$ cat config.mk
export PLATFORM = sky130hd
export DESIGN_NAME = inst_fetch_assembler
export DESIGN_NICKNAME = d
export VERILOG_FILES = /design/src/rtl/inst_fetch_pkg.sv /design/src/rtl/inst_byte_assembler.sv /design/src/rtl/inst_fetch_assembler.sv
export SDC_FILE = /design/constraint.sdc
export NUM_CORES = 1
export LEC_CHECK = 0
export CORE_ASPECT_RATIO = 2
export CORE_UTILIZATION = 32
export CTS_CLUSTER_DIAMETER = 80
export DETAILED_ROUTE_END_ITERATION = 12
export PLACE_DENSITY = 0.53
export SLEW_MARGIN = 20
export SYNTH_ARGS = -nofsm -noshare
export SYNTH_HDL_FRONTEND = slang
export SYNTH_SLANG_ARGS = --single-unit
export TNS_END_PERCENT = 1
$ cat constraint.sdc
create_clock -name clk -period 2.35 [get_ports clk]
set_clock_uncertainty 0.05 [all_clocks]
set_input_delay 0.3525 -clock clk [delete_from_list [all_inputs] [get_ports clk]]
set_output_delay 0.3525 -clock clk [all_outputs]
set_load 0.005 [all_outputs]
$ cat src/rtl/inst_fetch_pkg.sv
// Shared types and helpers for the byte-serial instruction fetch path.
package inst_fetch_pkg;

   typedef enum logic {
      FETCH = 1'b0,
      HOLD  = 1'b1
   } state_t;

   localparam int BPI = 4;
   localparam logic [31:0] DEF_RESET_PC = 32'h0000_0000;

   // Clears the low 'lsb' bits so a redirect lands on an instruction boundary.
   function automatic logic [63:0] align_pc(input logic [63:0] pc, input int unsigned lsb);
      return pc & ~((64'd1 << lsb) - 64'd1);
   endfunction

endpackage

$ cat src/rtl/inst_byte_assembler.sv
// Slot buffer collecting one byte per cycle; word_o is big-endian (slot 0 in the MSBs)
// and already includes the byte being written this cycle, so the last byte needs no extra cycle.
module inst_byte_assembler #(
   parameter int WORD  = 8,
   parameter int NSLOT = 4,
   parameter int SW    = 2
) (
   input  logic                  clk,
   input  logic                  rst,
   input  logic                  clr_i,
   input  logic                  wr_en_i,
   input  logic [SW-1:0]         wr_idx_i,
   input  logic [WORD-1:0]       wr_dat_i,
   output logic [NSLOT*WORD-1:0] word_o
);

   logic [WORD-1:0] buf_q [NSLOT];

   always_ff @(posedge clk) begin
      if (rst || clr_i) begin
         for (int i = 0; i < NSLOT; i++) buf_q[i] <= '0;
      end else if (wr_en_i) begin
         buf_q[wr_idx_i] <= wr_dat_i;
      end
   end

   always_comb begin
      word_o = '0;
      for (int i = 0; i < NSLOT; i++) begin
         word_o[(NSLOT-i)*WORD-1 -: WORD] =
            (wr_en_i && (wr_idx_i == SW'(i))) ? wr_dat_i : buf_q[i];
      end
   end

endmodule

$ cat src/rtl/inst_fetch_assembler.sv
// Byte-serial instruction fetch: walks mem_addr over BPI bytes, presents the assembled
// instruction with valid/ready, and restarts on redirect (which beats everything except rst).
module inst_fetch_assembler
   import inst_fetch_pkg::*;
#(
   parameter int             WORD     = 8,
   parameter int             PCL      = 32,
   parameter int             INSTW    = 32,
   parameter logic [PCL-1:0] RESET_PC = PCL'(DEF_RESET_PC)
) (
   input  logic             clk,
   input  logic             rst,
   output logic [PCL-1:0]   mem_addr,
   input  logic [WORD-1:0]  mem_data,
   input  logic             redirect,
   input  logic [PCL-1:0]   redirect_pc,
   input  logic             inst_ready,
   output logic             inst_valid,
   output logic [INSTW-1:0] inst,
   output logic [PCL-1:0]   inst_pc
);

   localparam int NB = INSTW / WORD;
   localparam int CW = (NB > 1) ? $clog2(NB) : 1;

   state_t           state_q, state_d;
   logic [CW-1:0]    byte_cnt_q, byte_cnt_d;
   logic [PCL-1:0]   fetch_pc_q, fetch_pc_d;
   logic [PCL-1:0]   inst_pc_q, inst_pc_d;
   logic [INSTW-1:0] inst_q, inst_d;
   logic             valid_q, valid_d;
   logic             asm_wr, asm_clr;
   logic [INSTW-1:0] asm_word;
   logic [PCL-1:0]   redir_tgt;

   assign redir_tgt = PCL'(align_pc(64'(redirect_pc), CW));

   // HOLD always has byte_cnt_q == 0, but the select keeps the intent explicit.
   assign mem_addr = (state_q == HOLD) ? fetch_pc_q : fetch_pc_q + PCL'(byte_cnt_q);

   inst_byte_assembler #(
      .WORD  (WORD),
      .NSLOT (NB),
      .SW    (CW)
   ) u_asm (
      .clk      (clk),
      .rst      (rst),
      .clr_i    (asm_clr),
      .wr_en_i  (asm_wr),
      .wr_idx_i (byte_cnt_q),
      .wr_dat_i (mem_data),
      .word_o   (asm_word)
   );

   always_comb begin
      state_d    = state_q;
      byte_cnt_d = byte_cnt_q;
      fetch_pc_d = fetch_pc_q;
      inst_pc_d  = inst_pc_q;
      inst_d     = inst_q;
      valid_d    = valid_q;
      asm_wr     = 1'b0;
      asm_clr    = 1'b0;
      if (redirect) begin
         fetch_pc_d = redir_tgt;
         byte_cnt_d = '0;
         state_d    = FETCH;
         valid_d    = 1'b0;
         asm_clr    = 1'b1;
      end else begin
         case (state_q)
            FETCH: begin
               asm_wr = 1'b1;
               if (byte_cnt_q == CW'(NB-1)) begin
                  inst_d     = asm_word;
                  inst_pc_d  = fetch_pc_q;
                  fetch_pc_d = fetch_pc_q + PCL'(NB);
                  byte_cnt_d = '0;
                  valid_d    = 1'b1;
                  state_d    = HOLD;
               end else begin
                  byte_cnt_d = byte_cnt_q + CW'(1);
               end
            end
            HOLD: begin
               if (inst_ready) begin
                  valid_d = 1'b0;
                  state_d = FETCH;
               end
            end
            default: state_d = FETCH;
         endcase
      end
   end

   always_ff @(posedge clk) begin
      if (rst) begin
         state_q    <= FETCH;
         byte_cnt_q <= '0;
         fetch_pc_q <= RESET_PC;
         inst_pc_q  <= '0;
         inst_q     <= '0;
         valid_q    <= 1'b0;
      end else begin
         state_q    <= state_d;
         byte_cnt_q <= byte_cnt_d;
         fetch_pc_q <= fetch_pc_d;
         inst_pc_q  <= inst_pc_d;
         inst_q     <= inst_d;
         valid_q    <= valid_d;
      end
   end

   assign inst_valid = valid_q;
   assign inst       = inst_q;
   assign inst_pc    = inst_pc_q;

endmodule

==> flow_summary.json <==
{
  "tritoncts": "done",
  "outcome": "finished, final reports clean",
  "post_detailed_route_wirelength_per_cell_um": 17.57,
  "post_route_cells_drive_above_1_share_pct": 10.85,
  "tritoncts_buffers": 17,
  "detailedRoute.firstPassIterationCount": 4,
  "cts_hold_buf": 0,
  "cts_setup_buffers": 0,
  "placement.io_buffers": 136,
  "maximum_number_of_pins_on_one_net_before_global_route_repair": 57,
  "die_x_um": 95.82,
  "violation_count_after_the_first_detailed_routing_iteration": 138,
  "gp_routability_congestion": 0.8136,
  "synth_warnings": 0,
  "placement_rows": 68,
  "synth_enable_flop_cells": 32,
  "floorplan.io_pins": 141,
  "global_route_wire_length_before_repair_um": 27080,
  "fillCellCount": 1697,
  "postSynthAreaPerCell_sq_um": 9.204,
  "detailedPlacementHpwl_um": 12590,
  "share_of_the_cycle_needed_by_the_critical_path_after_routing_pct": 89.44,
  "cts.htree.levels": 4,
  "rsz0062_at_grt": "no",
  "clk_path_buf_depth": 2,
  "max_freq_mhz": 475.8,
  "worstHoldPathCells": 2,
  "report.final.hold_viol_count": 0,
  "cellPowerDensity_mw_per_mm2": 698.7,
  "cts_sinks": 128,
  "floorplan.die.height_um": 189.6,
  "required_ns": 2.62,
  "core-area_sq_mm": 0.01727,
  "antenna_found_initial": 1,
  "detailroute.via_count": 5114,
  "fin_hold_ws_ns": 0.1677,
  "clockRootBuffer": "clkbuf_16",
  "drc": 0,
  "antenna_left": 0,
  "nNetsFinal": 807,
  "crit_path_max_fanout": 12,
  "hold_path.class": "primary input to flop",
  "finalNonFillerCells": 985,
  "criticalPathCategory": "flop to flop",
  "gr-total-overflow": 0,
  "synth.yosys.seq_area_share_pct": 51.18,
  "cp-end-kind": "flop",
  "netlist_instances": 612,
  "cp.arrival_ns": 2.37,
  "flow.area_growth_from_synthesis_pct": 42.36,
  "asyncSetResetFlopFracSynth_pct": 0,
  "placedCellCount": 952,
  "total_power_mw": 5.603,
  "main_flop_type_after_synthesis": "dfxtp_1",
  "quantity_of_gates_resized_following_cts": 0,
  "final.setup.tns_ns": 0,
  "timing.final.crit_period_ns": 2.102,
  "viasPerCell": 5.192,
  "drt-total-wl_um": 17310,
  "pins_over_their_slew_limit": 0,
  "synth.cell_area_sq_mm": 0.005633,
  "drv_cap": 0,
  "max_slew_margin_pct": 50.10,
  "power_leakage_nw": 2.937,
  "grt.total_usage_pct": 19.90,
  "irDropWorstVdd_uv": 531.1,
  "synth_cell_type_count": 54,
  "clock_insertion_delay_worst_skew_ns": 0.42,
  "timing_worst_slew_pin_value_ns": 0.7485,
  "path_depth_of_the_worst_reg2reg_path": 6,
  "timing.critical_path.from_type": "flop",
  "yosys_register_bits": 128,
  "cts.reportedPaths.clkPinSlew_ns": 0.06,
  "number_of_global_route_vias_before_repair": 5178,
  "final-setup-viol-count": 0,
  "initial_utilization_pct": 32.61,
  "die-area_sq_mm": 0.01817
}
==> kinds of logic (layout without fill, tap and decap cells) <==
| family | after synthesis | in the layout | share of synthesized area, % |
|---|---|---|---|
| AO/OA/AOI/OAI | 118 | 118 | 15.08 |
| adder cells (fa/ha/maj) | 2 | 2 | 0.4442 |
| multiplexers | 18 | 18 | 3.199 |
| buffers and inverters | 73 | 234 | 5.486 |
| XOR/XNOR | 11 | 11 | 1.710 |
| flip-flops | 128 | 128 | 51.18 |
| AND/OR/NAND/NOR | 261 | 261 | 22.83 |
| other | 1 | 3 | 0.06657 |
==> area by class of cell <==
cell class / count / area (sq um) / area share [%]
timing repair buffer: 177 / 1717 / 21.41
clock inverter: 15 / 182.7 / 2.278
sequential: 128 / 2883 / 35.95
tap: 210 / 262.8 / 3.277
multi-input combinational: 412 / 2452 / 30.58
inverter: 25 / 93.84 / 1.170
antenna: 1 / 2.502 / 0.03121
clock buffer: 17 / 425.4 / 5.305
==> per-stage QoR <==
step	area [sq um]	worst slack, ns	util (%)
2_1_floorplan	5637	0.2150	-
3_3_place_gp	7408	0.08967	42.89
3_5_place_dp	7408	-0.007628	42.89
4_1_cts	8016	0.2219	46.41
5_1_grt	8019	0.07767	46.43
6_report	8019	0.2482	46.43
==> synthesized netlist by cell type (3+ instances only) <==
master / count / area, sq um
a2111oi_0: 5 / 43.79
a211oi_1: 28 / 210.2
a21oi_1: 34 / 170.2
a311oi_1: 29 / 254.0
and2_1: 20 / 125.1
and3_1: 6 / 37.54
and4_1: 7 / 61.31
buf_1: 4 / 15.01
buf_2: 13 / 65.06
buf_4: 3 / 22.52
clkbuf_1: 27 / 101.4
dfxtp_1: 96 / 1922
edfxtp_1: 32 / 960.9
inv_1: 24 / 90.09
mux2i_1: 18 / 180.2
nand2_1: 106 / 397.9
nand3_1: 6 / 30.03
nand3b_1: 3 / 22.52
nand4_1: 9 / 56.30
nor2_1: 59 / 221.5
nor2b_1: 6 / 37.54
nor3_1: 8 / 40.04
nor4_1: 6 / 37.54
o21ai_0: 5 / 25.02
o31ai_1: 6 / 45.04
or3_1: 3 / 18.77
or4_1: 6 / 45.04
xnor2_1: 7 / 61.31
xor2_1: 4 / 35.03
==> worst paths after layout <==
check	startpoint	endpoint	slack (ns)
worst max-delay path	byte_cnt_q[0]	fetch_pc_q[18]	0.25
worst min-delay path	rst	inst[21]	0.17
worst max register to register	byte_cnt_q[0]	fetch_pc_q[18]	0.25
worst min register to register	inst_pc[8]	inst_pc[8]	0.41
==> per-layer routing <==
layer | global-route usage, % | wire length (um) | up-vias
met5 | 0 | 0 | -
met3 | 5.076 | 846 | 32
met2 | 37.12 | 9634 | 130
li1 | - | - | 2486
met1 | 19.27 | 6192 | 2466
met4 | 10.51 | 635 | 0
==> power by group <==
group | leakage, nW | internal [mW] | switching, mW
Clock | 0.287 | 1.68 | 1.05
Combinational | 1.51 | 0.247 | 0.224
Sequential | 1.14 | 2.34 | 0.0615
==> layout by cell type (no fill, tap or decap), types with 18 or more instances in the layout <==
master,n
and2_1,19
a311oi_1,29
nand2_1,106
edfxtp_1,32
clkdlybuf4s50_1,135
inv_1,24
dfxtp_1,96
a211oi_1,28
nor2_1,59
buf_4,38
a21oi_1,34
mux2i_1,18
==> worst max-delay path, cell delays in order (launching register included) <==
cell	delay, ns
dfxtp_1	0.34
ha_1	0.24
and3b_1	0.33
nand4_1	0.12
buf_4	0.19
or4_1	0.47
a311oi_1	0.27
==> sequential cells by signal, indices dropped and copies added, names as in the netlist <==
register and cells:
state_q 1, inst_valid 1, inst 32, inst_pc 30, byte_cnt_q 2, fetch_pc_q 30, u_asm.buf_q 32
(Power assumes the default switching activity.)
